**config.mk**
```make
export PLATFORM = sky130hd
export DESIGN_NAME = scoreboard_scan
export DESIGN_NICKNAME = d
export VERILOG_FILES = /design/src/rtl/scoreboard_scan.sv
export SDC_FILE = /design/constraint.sdc
export NUM_CORES = 1
export LEC_CHECK = 0
export ABC_CLOCK_PERIOD_IN_PS = 2600
export CAP_MARGIN = 20
export CORE_MARGIN = 4
export CORE_UTILIZATION = 30
export DETAILED_ROUTE_END_ITERATION = 10
export GPL_TIMING_DRIVEN = 1
export PLACE_DENSITY_LB_ADDON = 0.3
export SETUP_SLACK_MARGIN = 0.3
export SYNTH_ARGS = -nofsm -noshare
export SYNTH_HDL_FRONTEND = slang
export SYNTH_SLANG_ARGS = --single-unit
```
**constraint.sdc**
```tcl
create_clock -name clk -period 2.6 [get_ports clk]
set_input_delay 0.52 -clock clk [delete_from_list [all_inputs] [get_ports clk]]
set_output_delay 0.52 -clock clk [all_outputs]
set_load 0.01 [all_outputs]
```
**src/rtl/scoreboard_scan.sv**
```systemverilog
// scoreboard_scan: converts a 14-bit binary score to four BCD digits with a
// sequential double-dabble engine and time-multiplexes them onto a 7-segment
// display through a 2-bit digit select.
module scoreboard_scan #(
    parameter int unsigned DIV      = 50000,
    parameter bit          BLANK_LZ = 1'b1
) (
    input  logic        clk,
    input  logic        rst_n,
    input  logic [13:0] score,
    input  logic        score_valid,
    output logic        busy,
    output logic [1:0]  sel,
    output logic [6:0]  seg
);

    localparam int unsigned CW = (DIV > 1) ? $clog2(DIV) : 1;

    typedef enum logic [1:0] {
        IDLE,
        SHIFT,
        COMMIT
    } state_t;

    state_t      state, state_nxt;
    logic [13:0] shreg;
    logic [15:0] bcd;
    logic [15:0] bcd_adj;
    logic [3:0]  iter;
    logic [3:0]  dig [4];
    logic [3:0]  blank;
    logic [CW-1:0] cnt;
    logic        tick;
    logic [1:0]  sel_nxt;

    function automatic logic [6:0] enc(input logic [3:0] d, input logic blk);
        logic [6:0] p;
        case (d)
            4'd0: p = 7'h3F;
            4'd1: p = 7'h06;
            4'd2: p = 7'h5B;
            4'd3: p = 7'h4F;
            4'd4: p = 7'h66;
            4'd5: p = 7'h6D;
            4'd6: p = 7'h7D;
            4'd7: p = 7'h07;
            4'd8: p = 7'h7F;
            4'd9: p = 7'h6F;
            default: p = 7'h00;
        endcase
        return blk ? 7'h00 : p;
    endfunction

    // Conversion FSM state register.
    always_ff @(posedge clk or negedge rst_n) begin
        if (!rst_n) state <= IDLE;
        else        state <= state_nxt;
    end

    // Next-state logic: load only from IDLE, 14 shift cycles, one commit cycle.
    always_comb begin
        state_nxt = state;
        case (state)
            IDLE:    if (score_valid) state_nxt = SHIFT;
            SHIFT:   if (iter == 4'd13) state_nxt = COMMIT;
            COMMIT:  state_nxt = IDLE;
            default: state_nxt = IDLE;
        endcase
    end

    // Add-3 correction on every BCD nibble that is 5 or more before the shift.
    always_comb begin
        bcd_adj = bcd;
        for (int unsigned i = 0; i < 4; i++) begin
            if (bcd[4*i +: 4] >= 4'd5) bcd_adj[4*i +: 4] = bcd[4*i +: 4] + 4'd3;
        end
    end

    // Conversion datapath, digit registers and the delayed busy flag.
    always_ff @(posedge clk or negedge rst_n) begin
        if (!rst_n) begin
            shreg  <= '0;
            bcd    <= '0;
            iter   <= '0;
            dig[0] <= '0;
            dig[1] <= '0;
            dig[2] <= '0;
            dig[3] <= '0;
            busy   <= 1'b0;
        end else begin
            busy <= (state != IDLE);
            case (state)
                IDLE: begin
                    if (score_valid) begin
                        shreg <= (score > 14'd9999) ? 14'd9999 : score;
                        bcd   <= '0;
                        iter  <= '0;
                    end
                end
                SHIFT: begin
                    bcd   <= {bcd_adj[14:0], shreg[13]};
                    shreg <= {shreg[12:0], 1'b0};
                    iter  <= iter + 4'd1;
                end
                COMMIT: begin
                    dig[0] <= bcd[3:0];
                    dig[1] <= bcd[7:4];
                    dig[2] <= bcd[11:8];
                    dig[3] <= bcd[15:12];
                end
                default: ;
            endcase
        end
    end

    // Leading-zero blanking mask; the units digit is always shown.
    always_comb begin
        blank    = '0;
        blank[3] = BLANK_LZ && (dig[3] == 4'd0);
        blank[2] = blank[3] && (dig[2] == 4'd0);
        blank[1] = blank[2] && (dig[1] == 4'd0);
    end

    assign tick    = (cnt == CW'(DIV - 1));
    assign sel_nxt = sel + 2'd1;

    // Scan prescaler and display registers; seg is loaded for the new sel on tick
    // from the digit registers as they stood before this edge.
    always_ff @(posedge clk or negedge rst_n) begin
        if (!rst_n) begin
            cnt <= '0;
            sel <= '0;
            seg <= 7'h3F;
        end else begin
            cnt <= tick ? '0 : cnt + CW'(1);
            if (tick) begin
                sel <= sel_nxt;
                seg <= enc(dig[sel_nxt], blank[sel_nxt]);
            end
        end
    end

endmodule

```
* After elaboration in Yosys (flattened, before gate mapping)
Memories as Yosys holds them, arrays and structs flattened.
Cells that the tools add are included.
** Word-level totals
- Bits in registers :: 78
- Bits in read-only memories :: 112
- Input port bits :: 17
- Output and inout port bits :: 10
- Word-level logic and storage cells :: 65
- Memories kept :: 1
** Memories
- (name not given) :: words 16, width 7, rd ports 1, clocked after memory_dff 0, wr ports 0, RTL line 38 : case (d)
** Operators by class
- Add/subtract/negate cells :: 7
- $lt $le $gt $ge :: 7
- Equal/unequal tests :: 6
- Mux-type cells :: 21
- Bitwise logic cells :: 1
- Reductions and logical operators :: 10
** Operators with widths (number)
- 2-to-1 mux 16 bit :: 2
- one-hot mux 16 bit (2 select lines) :: 1
- 2-to-1 mux 14 bit :: 2
- one-hot mux 14 bit (2 select lines) :: 1
- 2-to-1 mux 4 bit :: 6
- adder 16 x 1 -> 16 bit, second input constant :: 1
- equality test 16 bit, second input constant :: 1
- greater-or-equal comparator 4 x 3 -> 1 bit, second input constant :: 4
- > comparator 14 bit, second input constant :: 1
- adder 4 x 2 -> 4 bit, second input constant :: 3
- logical NOT 4 bit :: 3
- binary-select mux 4 bit (select 2 bit) :: 1
- one-hot mux 4 bit (2 select lines) :: 1
- 2-to-1 mux 7 bit :: 1
- adder 4 x 1 -> 4 bit, second input constant :: 1
- equality test 4 bit, second input constant :: 1
- 2-to-1 mux 2 bit :: 2
- inequality test 2 bit, second input constant :: 2
- one-hot mux 2 bit (2 select lines) :: 1
- AND reduction 2 bit :: 2
- nonzero test 2 bit :: 2
- adder 3 x 2 -> 3 bit, second input constant :: 1
- greater-or-equal comparator 3 bit, second input constant :: 1
- < comparator 2 x 3 -> 1 bit, second input constant :: 1
- other kinds (9) :: 10

* Longest topological paths before layout
Gate-level depths: netlist (run 1).
An unclocked memory read counts as a cell.
- Word-level depth :: 7
- Gate-level depth with buffers :: 8
- Depth with buffers taken out :: 7

* Worst setup path before layout (run 1)
No wires, ideal clock.
- Path type :: reg2reg
- From :: register sel[1]
- To :: register seg[0]
- Library setup time :: 0.091 ns
- Arrival :: 1.830 ns
- Data required time :: 2.509 ns
- Setup slack :: 0.679 ns
- Cell stages (with the launch flop) :: 6
- Path buffers :: 1
- Clock period less this slack :: 1.921 ns
- Path through :: dfrtp_1 > buf_6 > mux4_1 > or2_0 > a21o_1 > o31ai_1
** Between the ends
- Cells in the longest elaborated chain, start to end :: 7
- Elaborated cells on any way between the ends :: 9
- Classes of those cells :: 1 x add/sub; 6 x mux; 1 x bitwise; 1 x memory
** RTL lines
- from (decl) :: RTL line 13 : output logic [1:0] sel,
- from (signal assigned) :: RTL line 137 : sel <= sel_nxt;
- adder 2 x 1 -> 2 bit (*) :: RTL line 125 : assign sel_nxt = sel + 2'd1;
- inverter 2 -> 3 bit (not written as such) :: RTL line 138 : seg <= enc(dig[sel_nxt], blank[sel_nxt]);
- binary-select mux 4 bit (select 2 bit) :: RTL line 138
- 2-to-1 mux 4 bit (not written as such) (2 in series) :: RTL line 138
- memory read (16 x 7 bit)
- 2-to-1 mux 7 bit (*) :: RTL line 51 : return blk ? 7'h00 : p;
- to (signal assigned) :: RTL line 138
- to (decl) :: RTL line 14 : output logic [6:0] seg
Every way passes the cells marked *; elsewhere a longest branch is shown, timed or not. The select of a mux whose other input is x is not followed.
A chain may end at the register's enable or synchronous reset.

* Worst setup path in the final report (run 1)
Ends and elaborated chain as after synthesis.

==> summary.txt, run 1 <==
Clocking
  • Sinks on the clock net: 78
  • Number of buffers inserted during clock tree synthesis: 9
  • Clock tree from TritonCTS: yes
  • Clock H-tree levels: 3
  • Clock network latency to the later pin of the worst-skew pair: 0.33 ns
  • Number of hold buffers added after CTS: 0
  • Post_cts resized: 0
  • Number of buffers inserted by post-CTS setup repair: 0
  • Clock slew at the register clock pins of the worst setup and hold paths: 0.06 ns
  • Bufs on Longest Clock Path: 2
  • Clock root buffer: clkbuf_16

STA
  • Worst slew margin: 0.548
  • Setup Total Neg Slack: 0 ns
  • Final number of setup-violating endpoints: 0
  • Maximum clock rate: 470 MHz
  • Actual transition at the worst max-transition pin: 0.677 ns
  • Final-report hold violation count: 0
  • Number of pins exceeding their max-slew limit in the final report: 0
  • Worst hold margin: 0.177 ns
  • Final worst-path setup slack: 0.473 ns
  • Min cycle time layout: 2.13 ns
  • Final setup skew: 0.00704 ns
  • Setup repair after global routing missed its margin: no
  • Share of the cycle needed by the critical path after routing: 0.818

Die
  • Number of top-level pins: 27
  • Die Ht: 120 µm
  • Overall die width: 120 µm
  • Rows: 40
  • Starting utilization of the core area: 0.310
  • Floorplan Core Area: 12200 µm²
  • Floorplan die area: 14400 µm²

Place
  • Port Buffers: 26
  • Placed wire-length estimate: 5.30 mm
  • Worst-case setup slack after placement: 0.347 ns
  • Weighted congestion at the end of routability-driven global placement: 0.751

Cells and area
  • Final layout net count: 420
  • Signed area change from the synthesized netlist to the final layout: 19.3%
  • Most frequent standard cell in the layout excluding fill and tap cells: dfrtp_1
  • Antenna diodes: 0
  • Commonest cells after routing, fill and taps aside: 72 x dfrtp_1, 38 x nand2_1, 30 x o21ai_0
  • Ratio of cells with drive above 1 in the final layout: 0.102

Power and ir drop
  • P per Cell Area: 927 nW/µm²
  • Total design power: 4.17 mW
  • Max VDD drop: 0.598 mV
  • Static leakage: 1.93 nW

Logic synthesis
  • Post-Syn Area per Cell: 10.5 µm²
  • Most used flip-flop cell after synthesis: dfrtp_1
  • Cell count after synthesis: 359
  • Sequential fraction of the synthesis area: 0.520
  • Asr flop ratio synth: 1.00
  • Number of synthesized flops with an enable pin: 0
  • Number of warnings reported in the yosys synthesis log: 0
  • Cell area after synthesis: 3770 µm²
  • Post-synth cell types: 39
  • Net count after synthesis: 392
  • Count of state elements after synthesis: 78

Setup path
  • Worst endpoint data arrival time: 2.37 ns
  • Worst endpoint required time: 2.84 ns
  • Kind of critical path: reg2reg
  • CP endpoint kind: register
  • Depth of the worst register-to-register path: 4
  • Largest fanout on the critical path: 8
  • Nature of the critical path startpoint: register

GRT
  • Largest net degree at the start of global routing: 41
  • Vias in the first global route: 2813
  • Total routing resource utilization after global routing: 0.115
  • Global-route wire length before repair: 13.7 mm
  • Antenna violations before repair: 0
  • GRT Residual Overflow: 0

Drt
  • Initial DRC count: 116
  • Routed vias: 2640
  • Number of routed nets with antenna violations: 0
  • Post-Route WL: 7.43 mm
  • Average routed wire per standard cell: 13.3 µm
  • DR vias/cell: 4.71
  • DR DRC count: 0
  • Drt pass-1 iters: 4

Run
  • Count of max-cap constraint violations: 0

Worst hold path
  • Worst hold path class: in2async

Status
  • Outcome: finished clean
[layer usage]
metal	routed length (µm)	global-route usage	share of wire	vias to the layer above
met5	0	0	0	-
met3	203	0.0306	0.027	4
li1	-	-	-	1315
met4	61	0.0301	0.0082	0
met1	3860	0.159	0.52	1281
met2	3310	0.180	0.45	40
[worst paths after layout]
kind,from,end,slack [ns]
max in group asynchronous,rst_n,iter[2],1.83
max reg2reg,sel[1],seg[0],0.47
min in group clk,seg[5],seg[5],0.48
max,sel[1],seg[0],0.47
min reg2reg,seg[5],seg[5],0.48
min,rst_n,cnt[2],0.18
[flip-flops by register name, indices dropped and copies added (netlist names)]
register,count
dig,16
bcd,16
busy,1
sel,2
iter,4
shreg,14
seg,7
state,2
cnt,16
[synth_stat cells, types with 3 or more instances]
cell type | instances | share of area
nor3_1 | 3 | 0.0040
xnor2_1 | 14 | 0.033
o32ai_1 | 3 | 0.0070
dfrtp_1 | 72 | 0.48
mux2_2 | 8 | 0.024
clkbuf_1 | 11 | 0.011
o22ai_1 | 11 | 0.018
inv_1 | 22 | 0.022
a21o_1 | 7 | 0.014
nand2b_1 | 6 | 0.010
ha_1 | 16 | 0.053
nand3_1 | 8 | 0.011
a21oi_1 | 14 | 0.019
and2_1 | 3 | 0.0050
nor4_1 | 4 | 0.0066
nand2_1 | 38 | 0.038
mux2i_1 | 4 | 0.011
nand4_1 | 4 | 0.0066
a32o_1 | 4 | 0.011
nor2_1 | 27 | 0.027
o21ai_0 | 30 | 0.040
dfstp_2 | 6 | 0.042
o31ai_1 | 10 | 0.020
xor2_1 | 9 | 0.021
a22o_1 | 4 | 0.0093
or4_1 | 3 | 0.0060
[area by class of cell]
cell class | instances | area [µm²]
inverters | 23 | 86.3
fillers | 1216 | 7670
repair buffers | 31 | 308
multi-input cells | 244 | 1650
clock inverters | 6 | 37.5
clock buffers | 10 | 239
flip-flops and latches | 78 | 1960
well taps | 168 | 210
[worst max-delay path, cell delays in order, from the launching register on]
cell,delay (ns)
dfrtp_1,0.55
mux4_1,0.68
or2_0,0.28
a21o_1,0.26
o31ai_1,0.27
[report_power, final]
group	leakage, nW	internal [mW]	total (mW)	switching [mW]
logic	0.843	0.555	1.24	0.690
clock network	0.130	0.667	1.16	0.494
registers	0.956	1.53	1.76	0.231
[logic make-up (layout without fill, tap and decap cells)]
logic type                 Yosys count  count (layout)  share of synthesized area
adders and majority gates           16              16                     0.0531
buffers and inverters               37              70                     0.0412
AOI/OAI and AO/OA                   86              86                      0.145
xor gates and xnor gates            23              23                     0.0535
muxes                               16              16                     0.0604
and+or+nand+nor                    103             103                      0.127
DFF                                 78              78                      0.520
[per-stage QoR]
| stage | utilization | instance area [µm²] | std cells |
|---|---|---|---|
| global route | 0.370 | 4490 | 560 |
| finish | 0.370 | 4490 | 560 |
| floorplan | - | 3770 | 359 |
| global placement | 0.347 | 4220 | 544 |
| CTS | 0.370 | 4490 | 560 |
| detailed placement | 0.347 | 4220 | 544 |
(Power assumes the default switching activity.)
==> run 2, diff against run 1 <==
--- a/config.mk
+++ b/config.mk
@@ -5,7 +5,7 @@
 export SDC_FILE = /design/constraint.sdc
 export NUM_CORES = 1
 export LEC_CHECK = 0
-export ABC_CLOCK_PERIOD_IN_PS = 2600
+export ABC_CLOCK_PERIOD_IN_PS = 2100
 export CAP_MARGIN = 20
 export CORE_MARGIN = 4
 export CORE_UTILIZATION = 30
==> constraint.sdc (replaced) <==
create_clock -name clk -period 2.1 [get_ports clk]
set_input_delay 0.42 -clock clk [delete_from_list [all_inputs] [get_ports clk]]
set_output_delay 0.42 -clock clk [all_outputs]
set_load 0.01 [all_outputs]
==> summary.txt, run 2 (synthesis gave the netlist of run 1 again) <==
Status
  • Outcome: finished clean (unchanged)

Drt
  • DR DRC count: 0 (unchanged)
  • Drt pass-1 iters: 4 (unchanged)
  • Routed vias: 2779 (was 2640)
  • Post-Route WL: 7.87 mm (was 7.43 mm)
  • DR vias/cell: 4.71 (about the same)
  • Initial DRC count: 115 (was 116)
  • Number of routed nets with antenna violations: 0 (unchanged)
  • Average routed wire per standard cell: 13.3 µm (about the same)

Clocking
  • Clock root buffer: clkbuf_16 (unchanged)
  • Number of hold buffers added after CTS: 0 (unchanged)
  • Sinks on the clock net: 78 (unchanged)
  • Clock tree from TritonCTS: yes (unchanged)
  • Clock slew at the register clock pins of the worst setup and hold paths: 0.06 ns (about the same)
  • Clock H-tree levels: 3 (unchanged)
  • Bufs on Longest Clock Path: 2 (unchanged)
  • Clock network latency to the later pin of the worst-skew pair: 0.34 ns (was 0.33 ns)
  • Number of buffers inserted during clock tree synthesis: 9 (unchanged)

Place
  • Area after DPL: 4260 µm² (was 4220 µm²)
  • DP Cell Count: 552 (was 544)
  • Weighted congestion at the end of routability-driven global placement: 0.762 (was 0.751)
  • Placed wire-length estimate: 5.28 mm (was 5.30 mm)
  • Port Buffers: 26 (unchanged)

Power and ir drop
  • Internal Dissipation: 3.88 mW (was 2.75 mW)
  • Switching power total: 1.75 mW (was 1.41 mW)
  • Switching part of the total power: 0.311 (was 0.339)
  • Max VDD drop: 0.543 mV (was 0.598 mV)
  • Portion of total power attributed to the clock network: 0.321 (was 0.279)
  • P per Cell Area: 1140 nW/µm² (was 927 nW/µm²)
  • Part of the total power dissipated in combinational logic: 0.289 (was 0.299)
  • Sequential group share of total power: 0.390 (was 0.423)
  • Static leakage: 2.16 nW (was 1.93 nW)

Cells and area
  • Signed area change from the synthesized netlist to the final layout: 30.9% (was 19.3%)
  • Ratio of cells with drive above 1 in the final layout: 0.223 (was 0.102)
  • Post-route insts no fill: 590 (was 560)
  • Final layout net count: 450 (was 420)
  • Antenna diodes: 0 (unchanged)
  • Registers with the most flip-flops: bcd: 16 flops, cnt: 16 flops, dig: 16 flops (unchanged)
  • Commonest cells after routing, fill and taps aside: 70 x dfrtp_1, 38 x nand2_1, 29 x o21ai_0, 29 x buf_4, 21 x nor2_1 (was 72 x dfrtp_1, 38 x nand2_1, 30 x o21ai_0)
  • Final instance area: 4930 µm² (was 4490 µm²)
  • Most frequent standard cell in the layout excluding fill and tap cells: dfrtp_1 (unchanged)

STA
  • Final number of setup-violating endpoints: 0 (unchanged)
  • Share of the cycle needed by the critical path after routing: 0.880 (was 0.818)
  • Worst slew margin: 0.520 (was 0.548)
  • Final setup skew: 0.00971 ns (was 0.00704 ns)
  • Setup Total Neg Slack: 0 ns (unchanged)
  • Min cycle time layout: 1.85 ns (was 2.13 ns)
  • Maximum clock rate: 541 MHz (was 470 MHz)
  • Setup repair after global routing missed its margin: yes (was no)
  • Number of pins exceeding their max-slew limit in the final report: 0 (unchanged)
  • Final-report hold violation count: 0 (unchanged)
  • Actual transition at the worst max-transition pin: 0.720 ns (was 0.677 ns)

Setup path
  • Nature of the critical path startpoint: register (unchanged)
  • Worst endpoint required time: 2.36 ns (was 2.84 ns)
  • Kind of critical path: reg2reg (unchanged)
  • Largest fanout on the critical path: 8 (unchanged)
  • Worst endpoint data arrival time: 2.11 ns (was 2.37 ns)
  • CP endpoint kind: register (unchanged)

Die
  • Rows: 40 (unchanged)
  • Floorplan die area: 14400 µm² (unchanged)
  • Starting utilization of the core area: 0.310 (unchanged)
  • Die Ht: 120 µm (unchanged)
  • Number of top-level pins: 27 (unchanged)
  • Overall die width: 120 µm (unchanged)
  • Floorplan Core Area: 12200 µm² (unchanged)

GRT
  • Total routing resource utilization after global routing: 0.114 (was 0.115)
  • Antenna violations before repair: 0 (unchanged)
  • Largest net degree at the start of global routing: 37 (was 41)
  • Global-route wire length before repair: 13.3 mm (was 13.7 mm)
  • GRT Residual Overflow: 0 (unchanged)
  • Vias in the first global route: 2763 (was 2813)

Run
  • Count of max-cap constraint violations: 0 (unchanged)

Worst hold path
  • Worst hold path class: in2async (unchanged)
==> run 2: cell types whose count changed in the layout (fill, tap and decap cells not counted), moves of 3 or more <==
| cell | change |
|---|---|
| dlygate4sd2_1 | +7 |
| buf_6 | +7 |
| buf_4 | +24 |
| clkdlybuf4s50_1 | -8 |
| ha_1 | -4 |
| ha_4 | +4 |
| clkinvlp_4 | -3 |
| clkinv_2 | -3 |
| bufinv_16 | +3 |
| nor2_4 | +3 |
| nor2_1 | -6 |
| nor2_2 | +3 |
| inv_1 | -4 |
==> run 2: final timing paths <==
check,startpoint,to,slack [ns],cells after the start
max reg2reg,cnt[10],seg[1],0.25,5
min reg2reg,seg[1],seg[1],0.46,2
min in group clk,seg[1],seg[1],0.46,2
max,cnt[10],seg[1],0.25,5
max in group asynchronous,rst_n,sel[0],1.42,2
min,rst_n,dig[6],0.04,1
==> run 2: area by class of cell <==
cell class,instances,area (µm²)
fill,1211,7230
sequential,78,1960
multi-input combinational,244,1780
timing repair buffer,61,541
clock buffer,13,260
tap,168,210
inverter,23,91.3
clock inverter,3,90.1
==> run 2: worst max-delay path: stages (launching register included) <==
cell and delay [ns]:
dfrtp_1 0.40, or3_4 0.40, or4_4 0.53, buf_6 0.17, a21o_1 0.16, o21ai_1 0.12
==> run 2: what timing repair did <==
item                       CTS  global route
pin swaps                    8            13
gates cloned                 1             0
setup buffers               15             6
gates resized for setup     19            31
setup endpoints to repair   16            19
==> run 2: routing by layer <==
| layer | part of all wire | vias to the layer above | track usage | wire (µm) |
|---|---|---|---|---|
| met5 | 0 | - | 0 | 0 |
| met4 | 0.010 | 0 | 0.0301 | 81 |
| li1 | - | 1377 | - | - |
| met2 | 0.47 | 45 | 0.176 | 3670 |
| met1 | 0.49 | 1345 | 0.153 | 3830 |
| met3 | 0.036 | 12 | 0.0386 | 282 |
==> run 2: stage by stage <==
stage / total power [mW] / setup WS [ns] / utilization / hold WS, ns
global placement: 3.76 / 0.176 / 0.351 / 0.410
global route: 6.04 / 0.171 / 0.406 / 0.0673
floorplan: 3.32 / 0.232 / - / 0.124
detailed placement: 3.81 / 0.145 / 0.351 / 0.414
CTS: 5.67 / 0.268 / 0.392 / 0.0544
finish: 5.63 / 0.253 / 0.406 / 0.0356
==> run 2: power by group through the flow <==
stage | Sequential (mW) | Combinational, mW | Clock (mW)
floorplan | 2.12 | 1.20 | 0
global placement | 2.21 | 1.55 | 0
detailed placement | 2.22 | 1.59 | 0
CTS | 2.20 | 1.61 | 1.86
global route | 2.25 | 1.87 | 1.92
finish | 2.20 | 1.62 | 1.80
